$ cat src/rtl/imem_dmem_arbiter.sv
// imem_dmem_arbiter: shares one single-port synchronous memory between the
// instruction-fetch port and the load/store port of the CPU.
//   if_*    : fetch requester (read-only). Ack is same-cycle; data is one cycle later.
//   d_*     : load/store requester. Ack is same-cycle; load data is one cycle later.
//   mem_*   : single-port memory. Read data is valid the cycle after a read enable.
//   stall_* : pipeline stall requests (request pending but not granted).
// Data normally wins a conflict. A starvation counter forces fetch to win
// after MAX_IF_WAIT consecutive data grants taken while fetch was waiting.
module imem_dmem_arbiter #(
    parameter int unsigned ADDR_W      = 32,
    parameter int unsigned DATA_W      = 32,
    parameter int unsigned MAX_IF_WAIT = 4
) (
    input  logic                clk,
    input  logic                rst,

    input  logic                if_req_i,
    input  logic [ADDR_W-1:0]   if_addr_i,
    output logic                if_ack_o,
    output logic                if_rvalid_o,
    output logic [DATA_W-1:0]   if_rdata_o,

    input  logic                d_req_i,
    input  logic                d_we_i,
    input  logic [ADDR_W-1:0]   d_addr_i,
    input  logic [DATA_W-1:0]   d_wdata_i,
    input  logic [DATA_W/8-1:0] d_sel_i,
    output logic                d_ack_o,
    output logic                d_rvalid_o,
    output logic [DATA_W-1:0]   d_rdata_o,

    output logic                mem_ce_o,
    output logic                mem_we_o,
    output logic [ADDR_W-1:0]   mem_addr_o,
    output logic [DATA_W-1:0]   mem_wdata_o,
    output logic [DATA_W/8-1:0] mem_sel_o,
    input  logic [DATA_W-1:0]   mem_rdata_i,

    output logic                stall_if_o,
    output logic                stall_mem_o
);

    localparam int unsigned SEL_W = DATA_W / 8;
    localparam int unsigned CNT_W = 4;
    localparam logic [CNT_W-1:0] CNT_MAX = CNT_W'(MAX_IF_WAIT);

    typedef enum logic [1:0] {
        OWN_NONE = 2'd0,
        OWN_IF   = 2'd1,
        OWN_D    = 2'd2
    } owner_e;

    owner_e           rd_owner_q, rd_owner_d;
    logic [CNT_W-1:0] starve_cnt_q, starve_cnt_d;

    logic fetch_win, data_win;

    // State registers: read-return owner and fetch starvation counter.
    always_ff @(posedge clk) begin
        if (rst) begin
            rd_owner_q   <= OWN_NONE;
            starve_cnt_q <= '0;
        end else begin
            rd_owner_q   <= rd_owner_d;
            starve_cnt_q <= starve_cnt_d;
        end
    end

    // Grant, memory mux, read-owner and starvation next-state.
    always_comb begin
        fetch_win    = 1'b0;
        data_win     = 1'b0;
        if_ack_o     = 1'b0;
        d_ack_o      = 1'b0;
        mem_ce_o     = 1'b0;
        mem_we_o     = 1'b0;
        mem_addr_o   = '0;
        mem_wdata_o  = '0;
        mem_sel_o    = '0;
        rd_owner_d   = OWN_NONE;
        starve_cnt_d = starve_cnt_q;

        // Fetch only wins a conflict once it has waited out its budget.
        fetch_win = if_req_i & (~d_req_i | (starve_cnt_q == CNT_MAX));
        data_win  = d_req_i & ~fetch_win;

        if (!rst) begin
            if (fetch_win) begin
                if_ack_o   = 1'b1;
                mem_ce_o   = 1'b1;
                mem_addr_o = if_addr_i;
                mem_sel_o  = {SEL_W{1'b1}};
                rd_owner_d = OWN_IF;
            end else if (data_win) begin
                d_ack_o     = 1'b1;
                mem_ce_o    = 1'b1;
                mem_we_o    = d_we_i;
                mem_addr_o  = d_addr_i;
                mem_wdata_o = d_wdata_i;
                mem_sel_o   = d_sel_i;
                rd_owner_d  = d_we_i ? OWN_NONE : OWN_D;
            end
        end

        if (if_ack_o || !if_req_i) begin
            starve_cnt_d = '0;
        end else if (d_ack_o && (starve_cnt_q != CNT_MAX)) begin
            starve_cnt_d = starve_cnt_q + CNT_W'(1);
        end
    end

    // Read return; reset suppresses everything, including a pending return.
    assign if_rvalid_o = ~rst & (rd_owner_q == OWN_IF);
    assign d_rvalid_o  = ~rst & (rd_owner_q == OWN_D);
    assign if_rdata_o  = if_rvalid_o ? mem_rdata_i : '0;
    assign d_rdata_o   = d_rvalid_o  ? mem_rdata_i : '0;

    assign stall_if_o  = ~rst & if_req_i & ~if_ack_o;
    assign stall_mem_o = ~rst & d_req_i  & ~d_ack_o;

endmodule

$ cat config.mk
export PLATFORM = sky130hd
export DESIGN_NAME = imem_dmem_arbiter
export DESIGN_NICKNAME = d
export VERILOG_FILES = /design/src/rtl/imem_dmem_arbiter.sv
export SDC_FILE = /design/constraint.sdc
export NUM_CORES = 1
export LEC_CHECK = 0
export CAP_MARGIN = 20
export CORE_AREA = 4 4 105 107
export CTS_BUF_LIST = sky130_fd_sc_hd__clkbuf_4 sky130_fd_sc_hd__clkbuf_8
export CTS_CLUSTER_DIAMETER = 150
export CTS_CLUSTER_SIZE = 12
export DETAILED_ROUTE_END_ITERATION = 16
export DIE_AREA = 0 0 109 111
export PLACE_DENSITY = 0.64
export SLEW_MARGIN = 20
export SYNTH_ARGS = -nofsm -noshare
export SYNTH_HDL_FRONTEND = slang
export SYNTH_SLANG_ARGS = --single-unit
$ cat constraint.sdc
create_clock -name clk -period 1.8 [get_ports clk]
set_input_delay 0.36 -clock clk [delete_from_list [all_inputs] [get_ports clk]]
set_output_delay 0.36 -clock clk [all_outputs]
set_load 0.05 [all_outputs]
Word level (Yosys, flattened, before mapping)
Index checks and enable logic that the tools add are counted.
{"block": "op_classes", "eq_ne": 4, "n_reduce_logical": 5, "bitwise": 15, "n_mul": 0, "order_cmp": 0, "div_mod_pow": 0, "add_sub_neg": 1, "shifts": 0, "muxes": 24}
{"cell": "$mux 32", "count": 8}
{"cell": "$mux 1", "count": 12}
{"cell": "$mux 4", "count": 3}
{"cell": "$and 1x1->1", "count": 8}
{"cell": "$not 1->1", "count": 6}
{"cell": "$add 4x1->4 const B", "count": 1}
{"cell": "$eq 4x3->1 const B", "count": 1}
{"cell": "$ne 4x3->1 const B", "count": 1}
{"cell": "$reduce_or 3->1", "count": 1}
{"cell": "$eq 2x1->1 const B", "count": 1}
{"cell": "$eq 2x2->1 const B", "count": 1}
{"cell": "$mux 2", "count": 1}
{"cell": "$reduce_or 2->1", "count": 1}
{"cell": "$logic_and 1x1->1", "count": 1}
{"cell": "$logic_not 1->1", "count": 1}
{"cell": "$logic_or 1x1->1", "count": 1}
{"cell": "$or 1x1->1", "count": 1}
{"block": "word_totals", "mem_bits_rw": 0, "elab_cells": 52, "out_inout_bits": 140, "input_bits": 137, "latchBits": 0, "reg_bits": 6, "rom_bits": 0, "memories": 0}

Logic depth before layout (Yosys ltp)
{"block": "depth", "ltp_word": 10, "mapped_depth": 7, "mapped_depth_nobuf": 6}

Worst setup path before layout
OpenSTA, ideal clock, no wires.
{"block": "synth_timing", "kind": "input to output", "start": "in rst", "end": "out d_rdata_o[22]", "n_path_buf": 1, "stages": 3, "arrival_ns": 1.858, "required_ns": 1.440, "path_slack_ns": -0.418, "path_cell_list": "nor3b_1 -> clkbuf_1 -> and2_1"}
{"block": "synth_between", "elab_chain_cells": 3}
{"element": "start, declared", "line_no": "15", "text": "input logic rst,"}
{"element": "$not 1->1", "line_no": "114", "text": "assign d_rvalid_o = ~rst & (rd_owner_q == OWN_D);"}
{"element": "$and 1x1->1", "line_no": "114"}
{"element": "net d_rvalid_o", "line_no": "29", "text": "output logic d_rvalid_o,"}
{"element": "$mux 32", "line_no": "116", "text": "assign d_rdata_o = d_rvalid_o ? mem_rdata_i : '0;"}
{"element": "end, declared", "line_no": "30", "text": "output logic [DATA_W-1:0] d_rdata_o,"}
The timed path passes the listed nets, and every way through them passes these cells.

Final worst setup path
{"block": "layout_timing", "start": "reg starve_cnt_q[1]", "end": "out mem_addr_o[9]"}
{"block": "layout_between", "elab_chain_cells": 8}
{"element": "start, declared", "line_no": "54", "text": "logic [CNT_W-1:0] starve_cnt_q, starve_cnt_d;"}
{"element": "start signal, assigned", "line_no": "65", "text": "starve_cnt_q <= starve_cnt_d;"}
{"element": "$eq 4x3->1 *", "line_no": "84", "text": "fetch_win = if_req_i & (~d_req_i | (starve_cnt_q == CNT_MAX));"}
{"element": "$or 1x1->1 *", "line_no": "84"}
{"element": "$and 1x1->1 *", "line_no": "84"}
{"element": "$not 1->1", "line_no": "85", "text": "data_win = d_req_i & ~fetch_win;"}
{"element": "$and 1x1->1", "line_no": "85"}
{"element": "$mux 32", "line_no": "94", "text": "end else if (data_win) begin"}
{"element": "$mux 32 *", "line_no": "88", "text": "if (fetch_win) begin"}
{"element": "$mux 32 *", "line_no": "87", "text": "if (!rst) begin"}
{"element": "end, declared", "line_no": "34", "text": "output logic [ADDR_W-1:0] mem_addr_o,"}
Mark *: on every way between the ends. The rest lies on a longest branch, timed or not.

==> reports/results.tsv <==
stage	metric	value	unit
worst_setup_path	path_max_fanout	9	
grt	antenna_found_initial	0	
cells_and_area	final_cell_mix	144 x buf_12, 133 x clkdlybuf4s50_1, 97 x and2_4	
yosys	synth-seq-cells	6	
route	wl	12500	µm
timing	setup_viol	136	
placement	place_congestion	0.775	
worst_setup_path	critPathKind	flip-flop to output port	
clock_network	cts_buffer_depth	2	
worst_setup_path	cp.required	1440	ps
die	ioPinCount	277	
timing	hold_viol	0	
status	outcome	finished, violations left	
route	wl_per_cell	19.6	µm
clock_network	h-tree-depth	1	
grt	grt_overflow	0	
grt	first_global_vias	2954	
route	firstDrtPassIters	4	
route	ant_nets	0	
cells_and_area	final_area	6910	µm²
cells_and_area	final_core_util	68.1	%
die	dieArea	12100	µm²
placement	dp_hpwl	8690	µm
worst_setup_path	r2r-start	starve_cnt_q[1]$_SDFFE_PP0P_	
clock_network	numClockSinks	6	
yosys	async_reset_ff_share	0	%
route	via_count	2681	
die	die-width	109	µm
clock_network	numCtsBuffers	3	
worst_setup_path	slowest_stage	dfxtp_2	
worst_setup_path	cpMostUsedCell	buf_12	
timing	finalWorstSetupSlack	-324	ps
power	peakVddDrop	0.182	mV
cells_and_area	n_fill_cell	703	
status	violations	setup timing	
yosys	syn_area_per_cell	7.28	µm²
yosys	synth_warnings	0	
timing	maxSlewHeadroom	82.7	%
yosys	syn_area	1330	µm²
route	drt-initial-drc-count	59	
placement	port_buffers	276	
cells_and_area	num_antenna_cells	0	
clock_network	cts_tree	built	
die	die_h	111	µm
cells_and_area	nNetsFinal	644	
worst_setup_path	cp_cell_sequence	inv_2, ha_4, nand3b_4, buf_6, o21a_4, buf_12, a22o_4, buf_12	
worst_setup_path	cp-start-kind	flip-flop	
grt	track_usage	18.9	%
grt	grt_pass1_wl	17500	µm
die	initial_utilization	13.1	%
power	p_leak	2.95	nW
worst_hold_path	min_path_type	flip-flop to flip-flop	
worst_setup_path	cp-startpoint	starve_cnt_q[1]$_SDFFE_PP0P_	
yosys	seq_area_frac_synth	9.01	%
route	routed_via_density	4.20	
die	row_count	37	
power	p_per_area	285	nW/µm²
cells_and_area	instances_no_fill	639	
timing	period_needed	2120	ps
worst_setup_path	path_buf_inv	4	
yosys	synthCells	183	
die	core_area	10100	µm²
yosys	synth-main-ff-cell	dfxtp_1	
worst_setup_path	worst_setup_path_end_kind	output port	
yosys	synth_edf_count	0	
yosys	synth_fp_nets	322	
cells_and_area	layout_commonest_cell	buf_12	
worst_hold_path	hold_start	starve_cnt_q[0]$_SDFFE_PP0P_	
timing	maxSlewViolCount	0	
clock_network	clk_pin_slew	40	ps
timing	skew	0.267	ps
timing	tightest_slew	259	ps
clock_network	root_buffer	clkbuf_8	
worst_setup_path	critical_path_arrival	1760	ps
route	drc	0	
worst_setup_path	cp_top_family	buffers and inverters	
timing	fin_crit_sh	118	%
cells_and_area	drive_gt1_share	69.4	%
placement	post_dp_cell_area	5830	µm²
timing	rsz0062_at_grt	true	
clock_network	clock_latency	230	ps
cells_and_area	area_growth	418	%
worst_setup_path	crit_path_max_incr_delay	310	ps
flow_run	drv_cap	0	
grt	grt_start_max_net_pins	18	
clock_network	ctsHoldBuffers	0	
placement	pre_cts_ws	-609	ps
worst_setup_path	reg2reg_slack	330	ps
yosys	ys_types	23	
placement	dp.cells	595	
timing	fmax	0.471	GHz
==> registers in the layout, indices dropped and copies added, names as in the netlist <==
name	cells
rd_owner_q	2
starve_cnt_q	4
==> report_power, final <==
group | switching, mW | leakage (nW) | total, mW | internal (mW)
registers | 0.00260 | 0.0497 | 0.140 | 0.137
logic | 0.708 | 2.88 | 1.62 | 0.911
clock network | 0.0640 | 0.0216 | 0.208 | 0.144
==> cells in the mapped netlist (2+ instances only) <==
cell type  instances  share of area, %
buf_4              3               1.7
nand3_1            2              0.75
inv_1              4               1.1
clkbuf_2           2              0.75
ha_1               2               1.9
nor2_1             7               2.0
dfxtp_1            6               9.0
buf_2              3               1.1
buf_6              2               1.7
nor3b_1            2               1.1
nor2b_1            2              0.94
a21o_1             4               2.3
clkbuf_1           6               1.7
and2_1            98                46
a22o_1            32                21
==> layout make-up <==
| cell class | count | area, µm² | share of cell area (%) |
|---|---|---|---|
| multi-input cells | 164 | 1800 | 26.0 |
| inverters | 4 | 18.8 | 0.272 |
| well taps | 136 | 170 | 2.46 |
| flip-flops and latches | 6 | 123 | 1.77 |
| clock buffers | 3 | 41.3 | 0.598 |
| repair buffers | 326 | 4760 | 68.9 |
==> metrics by stage <==
step / setup TNS [ps] / hold WS, ps / total power [mW]
2_1_floorplan: -647 / 430 / 0.690
3_3_place_gp: -57190 / 505 / 1.51
3_5_place_dp: -57210 / 518 / 1.52
4_1_cts: -17590 / 525 / 1.94
5_1_grt: -25170 / 551 / 2.03
6_report: -17670 / 517 / 1.97
==> metal layers <==
layer / GRT usage (%) / part of all wire [%] / vias up
li1: - / - / 1278
met1: 18.0 / 32 / 1222
met2: 39.1 / 57 / 168
met3: 4.54 / 9.2 / 13
met4: 4.12 / 1.6 / 0
met5: 0 / 0 / -
==> final timing paths <==
check / to / cells past startpoint
setup / recovery: mem_addr_o[9] / 8
hold / removal: starve_cnt_q[0]$_SDFFE_PP0P_ / 2
setup reg to reg: rd_owner_q[1]$_SDFF_PP0_ / 8
hold reg to reg: starve_cnt_q[0]$_SDFFE_PP0P_ / 2
==> kinds of logic after synthesis <==
logic type	count (synthesis)	synth area share (%)
xor+xnor	1	0.657
fa+ha+maj	2	1.88
flops	6	9.01
compound gates	39	26.4
simple gates	114	53.2
buf+inv	20	8.07
mux	1	0.751
==> what timing repair did <==
item                       CTS  global route
gates cloned                15             3
setup endpoints to repair  139           139
gates resized for setup    164            33
pin swaps                   65            11
buffers inserted            23             5
==> worst min-delay path: stages, from the launching register on <==
cell and delay [ps]:
dfxtp_2 330, buf_4 110, nor2_1 40
Power figures use the tool's default switching activity.
